**src/rtl/div_iter_unit.sv**
```systemverilog
// Multi-cycle radix-2 restoring divider producing {remainder, quotient} for the HI/LO register.
// Define DIV_EARLY_OUT_EN to skip leading-zero iterations of the dividend.
module div_iter_unit #(
    parameter  int WIDTH = 32,
    localparam int CNT_W = $clog2(WIDTH + 1)
) (
    input  logic               clk,
    input  logic               rst,
    input  logic               start,
    input  logic               annul,
    input  logic               signed_div,
    input  logic [WIDTH-1:0]   opdata1,
    input  logic [WIDTH-1:0]   opdata2,
    output logic [2*WIDTH-1:0] result,
    output logic               ready,
    output logic               busy,
    output logic               div_by_zero
);

    typedef enum logic [1:0] {IDLE, DIVZERO, ON, DONE} divStateT;

    divStateT stateReg, stateNext;

    logic [WIDTH-1:0]   dividendReg, divisorReg, remReg, quotReg;
    logic [CNT_W-1:0]   counter, iterTarget;
    logic               signA, signB, signedReg;
    logic [2*WIDTH-1:0] resultReg;
    logic               readyReg, busyReg, divByZeroReg;
    logic               readyNext, busyNext;

    logic [WIDTH-1:0]   absA, absB, startDividend;
    logic [CNT_W-1:0]   startTarget;
    logic               isZeroDivisor, lastIter, fits;
    logic [WIDTH:0]     partial;
    logic [WIDTH-1:0]   remNext, quotNext, fixQuot, fixRem;

    assign absA          = (signed_div && opdata1[WIDTH-1]) ? (~opdata1 + WIDTH'(1)) : opdata1;
    assign absB          = (signed_div && opdata2[WIDTH-1]) ? (~opdata2 + WIDTH'(1)) : opdata2;
    assign isZeroDivisor = (opdata2 == '0);

`ifdef DIV_EARLY_OUT_EN
    logic [CNT_W-1:0] leadZeros;

    // Highest set bit wins because the loop walks upward; an all-zero value keeps WIDTH.
    always_comb begin
        leadZeros = CNT_W'(WIDTH);
        for (int i = 0; i < WIDTH; i++) begin
            if (absA[i]) leadZeros = CNT_W'(WIDTH - 1 - i);
        end
    end

    assign startDividend = absA << leadZeros;
    assign startTarget   = (leadZeros == CNT_W'(WIDTH)) ? CNT_W'(1) : (CNT_W'(WIDTH) - leadZeros);
`else
    assign startDividend = absA;
    assign startTarget   = CNT_W'(WIDTH);
`endif

    // The partial remainder keeps an extra top bit so divisors with the MSB set still compare correctly.
    assign partial  = {remReg, dividendReg[WIDTH-1]};
    assign fits     = (partial >= {1'b0, divisorReg});
    assign remNext  = fits ? (partial[WIDTH-1:0] - divisorReg) : partial[WIDTH-1:0];
    assign quotNext = {quotReg[WIDTH-2:0], fits};
    assign lastIter = (counter == (iterTarget - CNT_W'(1)));

    // Most-negative / -1 falls out naturally: the negated magnitude wraps back to itself.
    assign fixQuot = (signedReg && (signA ^ signB)) ? (~quotNext + WIDTH'(1)) : quotNext;
    assign fixRem  = (signedReg && signA) ? (~remNext + WIDTH'(1)) : remNext;

    always_ff @(posedge clk or negedge rst) begin
        if (!rst) begin
            stateReg <= IDLE;
            readyReg <= 1'b0;
            busyReg  <= 1'b0;
        end else begin
            stateReg <= stateNext;
            readyReg <= readyNext;
            busyReg  <= busyNext;
        end
    end

    always_comb begin
        stateNext = stateReg;
        case (stateReg)
            IDLE:    if (start) stateNext = isZeroDivisor ? DIVZERO : ON;
            DIVZERO: stateNext = DONE;
            ON: begin
                if (annul)         stateNext = IDLE;
                else if (lastIter) stateNext = DONE;
            end
            DONE:    if (annul || !start) stateNext = IDLE;
            default: stateNext = IDLE;
        endcase
    end

    // Flags are decoded from the upcoming state and registered so outputs never see inputs directly.
    always_comb begin
        readyNext = (stateNext == DONE);
        busyNext  = (stateNext == ON) || (stateNext == DIVZERO);
    end

    always_ff @(posedge clk or negedge rst) begin
        if (!rst) begin
            dividendReg  <= '0;
            divisorReg   <= '0;
            remReg       <= '0;
            quotReg      <= '0;
            counter      <= '0;
            iterTarget   <= '0;
            signA        <= 1'b0;
            signB        <= 1'b0;
            signedReg    <= 1'b0;
            resultReg    <= '0;
            divByZeroReg <= 1'b0;
        end else begin
            case (stateReg)
                IDLE: begin
                    if (start) begin
                        divByZeroReg <= 1'b0;
                        signedReg    <= signed_div;
                        signA        <= signed_div & opdata1[WIDTH-1];
                        signB        <= signed_div & opdata2[WIDTH-1];
                        counter      <= '0;
                        remReg       <= '0;
                        quotReg      <= '0;
                        divisorReg   <= absB;
                        iterTarget   <= startTarget;
                        dividendReg  <= isZeroDivisor ? opdata1 : startDividend;
                    end
                end
                ON: begin
                    if (!annul) begin
                        remReg      <= remNext;
                        quotReg     <= quotNext;
                        dividendReg <= dividendReg << 1;
                        counter     <= counter + CNT_W'(1);
                        if (lastIter) resultReg <= {fixRem, fixQuot};
                    end
                end
                DIVZERO: begin
                    resultReg    <= {dividendReg, {WIDTH{1'b1}}};
                    divByZeroReg <= 1'b1;
                end
                default: ;
            endcase
        end
    end

    assign result      = resultReg;
    assign ready       = readyReg;
    assign busy        = busyReg;
    assign div_by_zero = divByZeroReg;

endmodule

```
**config.mk**
```make
export PLATFORM = sky130hd
export DESIGN_NAME = div_iter_unit
export DESIGN_NICKNAME = d
export VERILOG_FILES = /design/src/rtl/div_iter_unit.sv
export SDC_FILE = /design/constraint.sdc
export NUM_CORES = 1
export LEC_CHECK = 0
export CAP_MARGIN = 10
export CORE_ASPECT_RATIO = 1.75
export CORE_MARGIN = 1
export CORE_UTILIZATION = 45
export DETAILED_ROUTE_END_ITERATION = 16
export PLACE_DENSITY = 0.68
export SLEW_MARGIN = 30
export SYNTH_ARGS = -nofsm -noshare
export SYNTH_HDL_FRONTEND = slang
export SYNTH_SLANG_ARGS = --single-unit
```
**constraint.sdc**
```tcl
create_clock -name clk -period 6.8 [get_ports clk]
set_clock_uncertainty 0.1 [all_clocks]
set_input_delay 1.36 -clock clk [delete_from_list [all_inputs] [get_ports clk]]
set_output_delay 1.36 -clock clk [all_outputs]
set_load 0.02 [all_outputs]
```
; Word level (Yosys, flattened, before mapping)
; Index checks and enable logic that the tools add are counted.
[op_classes]
n_addsub = 7
order_cmp = 1
n_eq_ne = 10
muxes = 28
n_bitwise = 7
n_reduce_logical = 16
[ops]
columns = cell, count
row1 = two-way mux 32 bit, 10
row2 = adder 32 x 1 -> 32 bit (second input constant), 4
row3 = two-way mux 64 bit, 2
row4 = inverter 32 bit, 4
row5 = one-hot mux 32 bit (2 select lines), 2
row6 = one-hot mux 64 bit (2 select lines), 1
row7 = one-hot mux 31 bit (2 select lines), 1
row8 = >= comparator 33 x 32 -> 1 bit, 1
row9 = zero test 32 bit, 1
row10 = subtractor 32 bit, 1
row11 = two-way mux 31 bit, 1
row12 = two-way mux 6 bit, 2
row13 = one-hot mux 6 bit (2 select lines), 1
row14 = two-way mux 2 bit, 5
row15 = == test 2 bit (second input constant), 4
row16 = one-hot mux 2 bit (4 select lines), 1
row17 = adder 6 x 1 -> 6 bit (second input constant), 1
row18 = == test 6 bit, 1
row19 = inequality test 2 bit (second input constant), 3
row20 = AND reduction 3 bit, 2
row21 = nonzero test 2 bit, 3
row22 = subtractor 6 x 1 -> 6 bit (second input constant), 1
row23 = == test 2 x 1 -> 1 bit (second input constant), 2
row24 = logical AND 1 bit, 4
row25 = 8 further kinds, 11
[word_totals]
reg_bits = 206
input_bits = 69
out_inout_bits = 67
elab_cells = 83

; Logic depth before layout (Yosys ltp)
[logic_depth]
depth_word = 8
ltp_mapped = 24
depth_no_buf = 20

; Worst setup path after synthesis
; Ideal clock, no wire load.
[synth_timing]
path_type = register -> register
start = register remReg[5]
end = register resultReg[22], in the netlist result[22]
setup_time_ns = 0.129
arrival_time_ns = 4.608
required_time_ns = 6.571
slack_ns = 1.964
path_stages_with_launch = 22
path_buffers = 5
path_cell_list = dfrtp_1 > ha_1 > buf_6 > a21oi_4 > o21ai_2 > a21oi_4 > a31o_4 > nand2_4 > inv_2 > buf_2 > buf_2 > buf_2 > buf_2 > ha_1 > nand2_1 > or4_1 > or4_1 > or2_2 > o41ai_1 > o21ai_0 > xnor2_1 > o21ai_1
[synth_between]
elab_chain_len = 7
[synth_rtl]
columns = item, line
row1 = from (decl), 24  ; logic [WIDTH-1:0] dividendReg, divisorReg, remReg, quotReg;
row2 = from (signal assigned), 133  ; remReg <= remNext;
row3 = >= comparator 33 x 32 -> 1 bit, 61  ; assign fits = (partial >= {1'b0, divisorReg});
row4 = inverter 32 bit, 67  ; assign fixQuot = (signedReg && (signA ^ signB)) ? (~quotNext + WIDTH'(1)) : quotNext;
row5 = adder 32 x 1 -> 32 bit, 67
row6 = two-way mux 32 bit, 67
row7 = two-way mux 64 bit, 137  ; if (lastIter) resultReg <= {fixRem, fixQuot};
row8 = two-way mux 64 bit, 132  ; if (!annul) begin
row9 = one-hot mux 64 bit (2 select lines), 116  ; case (stateReg)
row10 = to (signal assigned), 137
row11 = to (signal assigned), 141  ; resultReg <= {dividendReg, {WIDTH{1'b1}}};
row12 = to (decl), 27  ; logic [2*WIDTH-1:0] resultReg;
; No other way between the ends. The select of a mux whose other input is x is not followed.
; A chain may end at the register's enable or synchronous reset.

; Worst setup path in the final report
[layout_timing]
start = register remReg[26]
end = register resultReg[22], in the netlist result[22]
; The elaborated chain is that of the path after synthesis.

==> reports/results.ini <==
[final_layout]
finish.net_count=1776
stdcell_area_um2=15990
ff_latch_area_um2=5155
n_antenna_cell=0
multi_input_area_um2=7965
fillers=2902
syn2layout_area_growth_pct=16.16
utilization_pct=53.21
layout-drive-gt1-share_pct=7.724
layoutNonFillerInstCount=2070

[route]
drcViolationCount=0
wl_per_cell_um=20.32
via_per_inst=5.923
routed_wl_um=42070
num_vias=12260
drt_iter0_drc=738
dr.pass1.iters=7
ant_nets=0

[sta]
slew_violations=0
tns_ns=0
finalSetupViolations=0
setup_slack_ns=1.724
min_period_over_period_pct=74.65
worst-slew-pin-transition_ns=0.9063
rsz0062_at_grt=false
final_hold_viol_count=0
slew_headroom_pct=38.94
fmax_mhz=197.0
post-route-min-period_ns=5.076

[cts]
cts_hold_buf=0
clkLatencyLatePin_ns=0.54
clock_path_buffers=3
root_buffer=clkbuf_16
cts_buffers=21
htreeDepth=1
cts-resized-gates=0
post_cts_buffers=0
path_clk_slew_ns=0.07
cts_tree=built
numClockSinks=206

[outcome]
outcome=completed

[grt]
grt_max_degree=98
busiest_layer=met2
track_usage_pct=27.29
grt_pass1_wl_um=66370
use_met2_pct=51.46
grtUsageMet1_pct=29.09
antenna_found_initial=0
grt_pass1_vias=12260
grtUsageMet3_pct=2.626
gr-total-overflow=0

[floorplan]
die-area_um2=31330
core.rowCount=84
die_h_um=233.4
start_util_pct=45.81
die_x_um=134.2
coreArea_um2=30060
pin_count=136

[synthesis]
yosysWarnings=0
async_flop_share_pct=100.0
synthesis.area_um2=13770
synth_seq_area_share_pct=37.44
synthFlopType=dfrtp_1
synth_edf_count=0
ys_ff_latch=206
synth_nets=1698
ys_types=94
avgSynthCellArea_um2=8.660
netlist_instances=1590

[placed_design]
port_buffers=135
dp_cells=2032
hpwl_um=31920
placed_cell_area_um2=15300
pre_cts_ws_ns=1.774
gp_congestion=0.9009

[run]
cap_violations=0

[power_and_ir_drop]
worst_ir_drop_vdd_v=0.0001929
power.density_nw_per_um2=419.8
p_leak_nw=6.629

[setup_path]
cp.required_ns=7.10
crit_path_end_kind=flop
start_kind=flop
cp_max_fo=19
cp.arrival_ns=5.38
crit_type=flop to flop

[worst_hold_path]
hold_class=flop to flop

[path summary, 6_finish.rpt]
kind / start / endpoint / slack, ns / cells past startpoint
worst max register to register: remReg[26] / result[22] / 1.72 / 16
min in group asynchronous: rst / result[26] / 0.82 / 1
max in group asynchronous: rst / remReg[2] / 4.41 / 2
worst max-delay path: remReg[26] / result[22] / 1.72 / 16
worst min-delay path: divisorReg[11] / divisorReg[11] / 0.38 / 2
worst min register to register: divisorReg[11] / divisorReg[11] / 0.38 / 2
[Yosys cell counts, types with 4 or more instances]
library cell	number	area share [%]
a211oi_1	8	0.44
a21oi_2	8	0.51
buf_2	19	0.69
mux2i_1	16	1.2
o21ai_1	35	1.3
xor2_1	91	5.8
nor3_1	32	1.2
o21ai_0	184	6.7
o21bai_1	4	0.22
a22o_1	37	2.4
or2_2	4	0.18
a21oi_1	98	3.6
nand4_1	12	0.55
buf_1	5	0.14
inv_1	54	1.5
a22oi_1	31	1.7
xnor2_1	58	3.7
or3_1	16	0.73
clkbuf_1	57	1.6
dfrtp_1	206	37
nand2_1	191	5.2
and3_1	13	0.59
o41ai_1	5	0.32
nor3b_1	4	0.22
nand3_1	21	0.76
o211ai_1	11	0.60
o21a_1	5	0.27
o21ai_2	5	0.32
o22ai_1	5	0.23
and2_1	6	0.27
o31ai_1	24	1.3
nor2_1	113	3.1
nand2b_1	13	0.59
o41ai_2	6	0.71
ha_1	38	3.5
nor4_1	15	0.68
a21o_1	8	0.44
a31oi_1	23	1.0
nor2b_1	5	0.23
or4_1	12	0.65
buf_6	9	0.74
[cells in the final DEF, fill, tap and decap left out, types with 38 or more instances in the layout]
cell / instances
nand2_1: 191
nor2_1: 112
o21ai_0: 184
clkdlybuf4s50_1: 134
xor2_1: 91
xnor2_1: 58
inv_1: 54
dfrtp_1: 206
a21oi_1: 98
ha_1: 38
[per-stage QoR]
stage,hold WS [ns],total power [W]
6_report,0.3761,0.006715
5_1_grt,0.3989,0.007185
4_1_cts,0.3810,0.006710
3_5_place_dp,0.3644,0.005497
3_3_place_gp,0.3604,0.005463
2_1_floorplan,0.3498,0.004565
[critical path: stages (launching register included)]
cell and delay, ns:
dfrtp_1 0.42, ha_1 0.40, nand2_1 0.24, o21ai_1 0.18, o21ai_0 0.47, o21a_2 0.24
nand2_4 0.10, inv_2 0.28, ha_1 0.24, nand2_1 0.09, or4_1 0.42, or4_1 0.51
or2_2 0.36, o41ai_1 0.42, o21ai_0 0.20, xnor2_1 0.17, o21ai_1 0.07
[sequential cells by signal, indices dropped and copies added, names as in the netlist]
| signal | cells |
|---|---|
| div_by_zero | 1 |
| ready | 1 |
| counter | 6 |
| busy | 1 |
| signA | 1 |
| quotReg | 31 |
| dividendReg | 32 |
| iterTarget | 1 |
| result | 64 |
| signB | 1 |
| signedReg | 1 |
| remReg | 32 |
| divisorReg | 32 |
| stateReg | 2 |
[cells by family (layout without fill, tap and decap cells)]
group	count (synthesis)	count (layout)	synth area share, %
compound gates	544	544	26.14
simple gates	482	482	16.93
flops	206	206	37.44
buf+inv	151	244	4.970
xor+xnor	150	150	9.596
fa+ha+maj	39	39	3.598
mux	18	18	1.327
[cell type report]
cell class | instances | share of cell area (%)
tap | 387 | 3.027
clock inverter | 11 | 0.6102
clock buffer | 27 | 3.739
sequential | 206 | 32.23
inverter | 55 | 1.291
multi-input combinational | 1233 | 49.80
timing repair buffer | 151 | 9.301
[routing by layer]
layer / share of wire [%] / vias up
met5: 0 / -
met4: 5.6 / 0
li1: - / 5866
met1: 37 / 5914
met2: 53 / 377
met3: 3.9 / 103
[power breakdown]
group | internal (W) | leakage, nW | switching (W)
clock network | 0.000666 | 0.347 | 0.000533
logic | 0.00139 | 3.64 | 0.00249
registers | 0.00141 | 2.64 | 0.000224
total | 0.00347 | 6.63 | 0.00325
No activity file was read; power rests on OpenSTA's default activity.
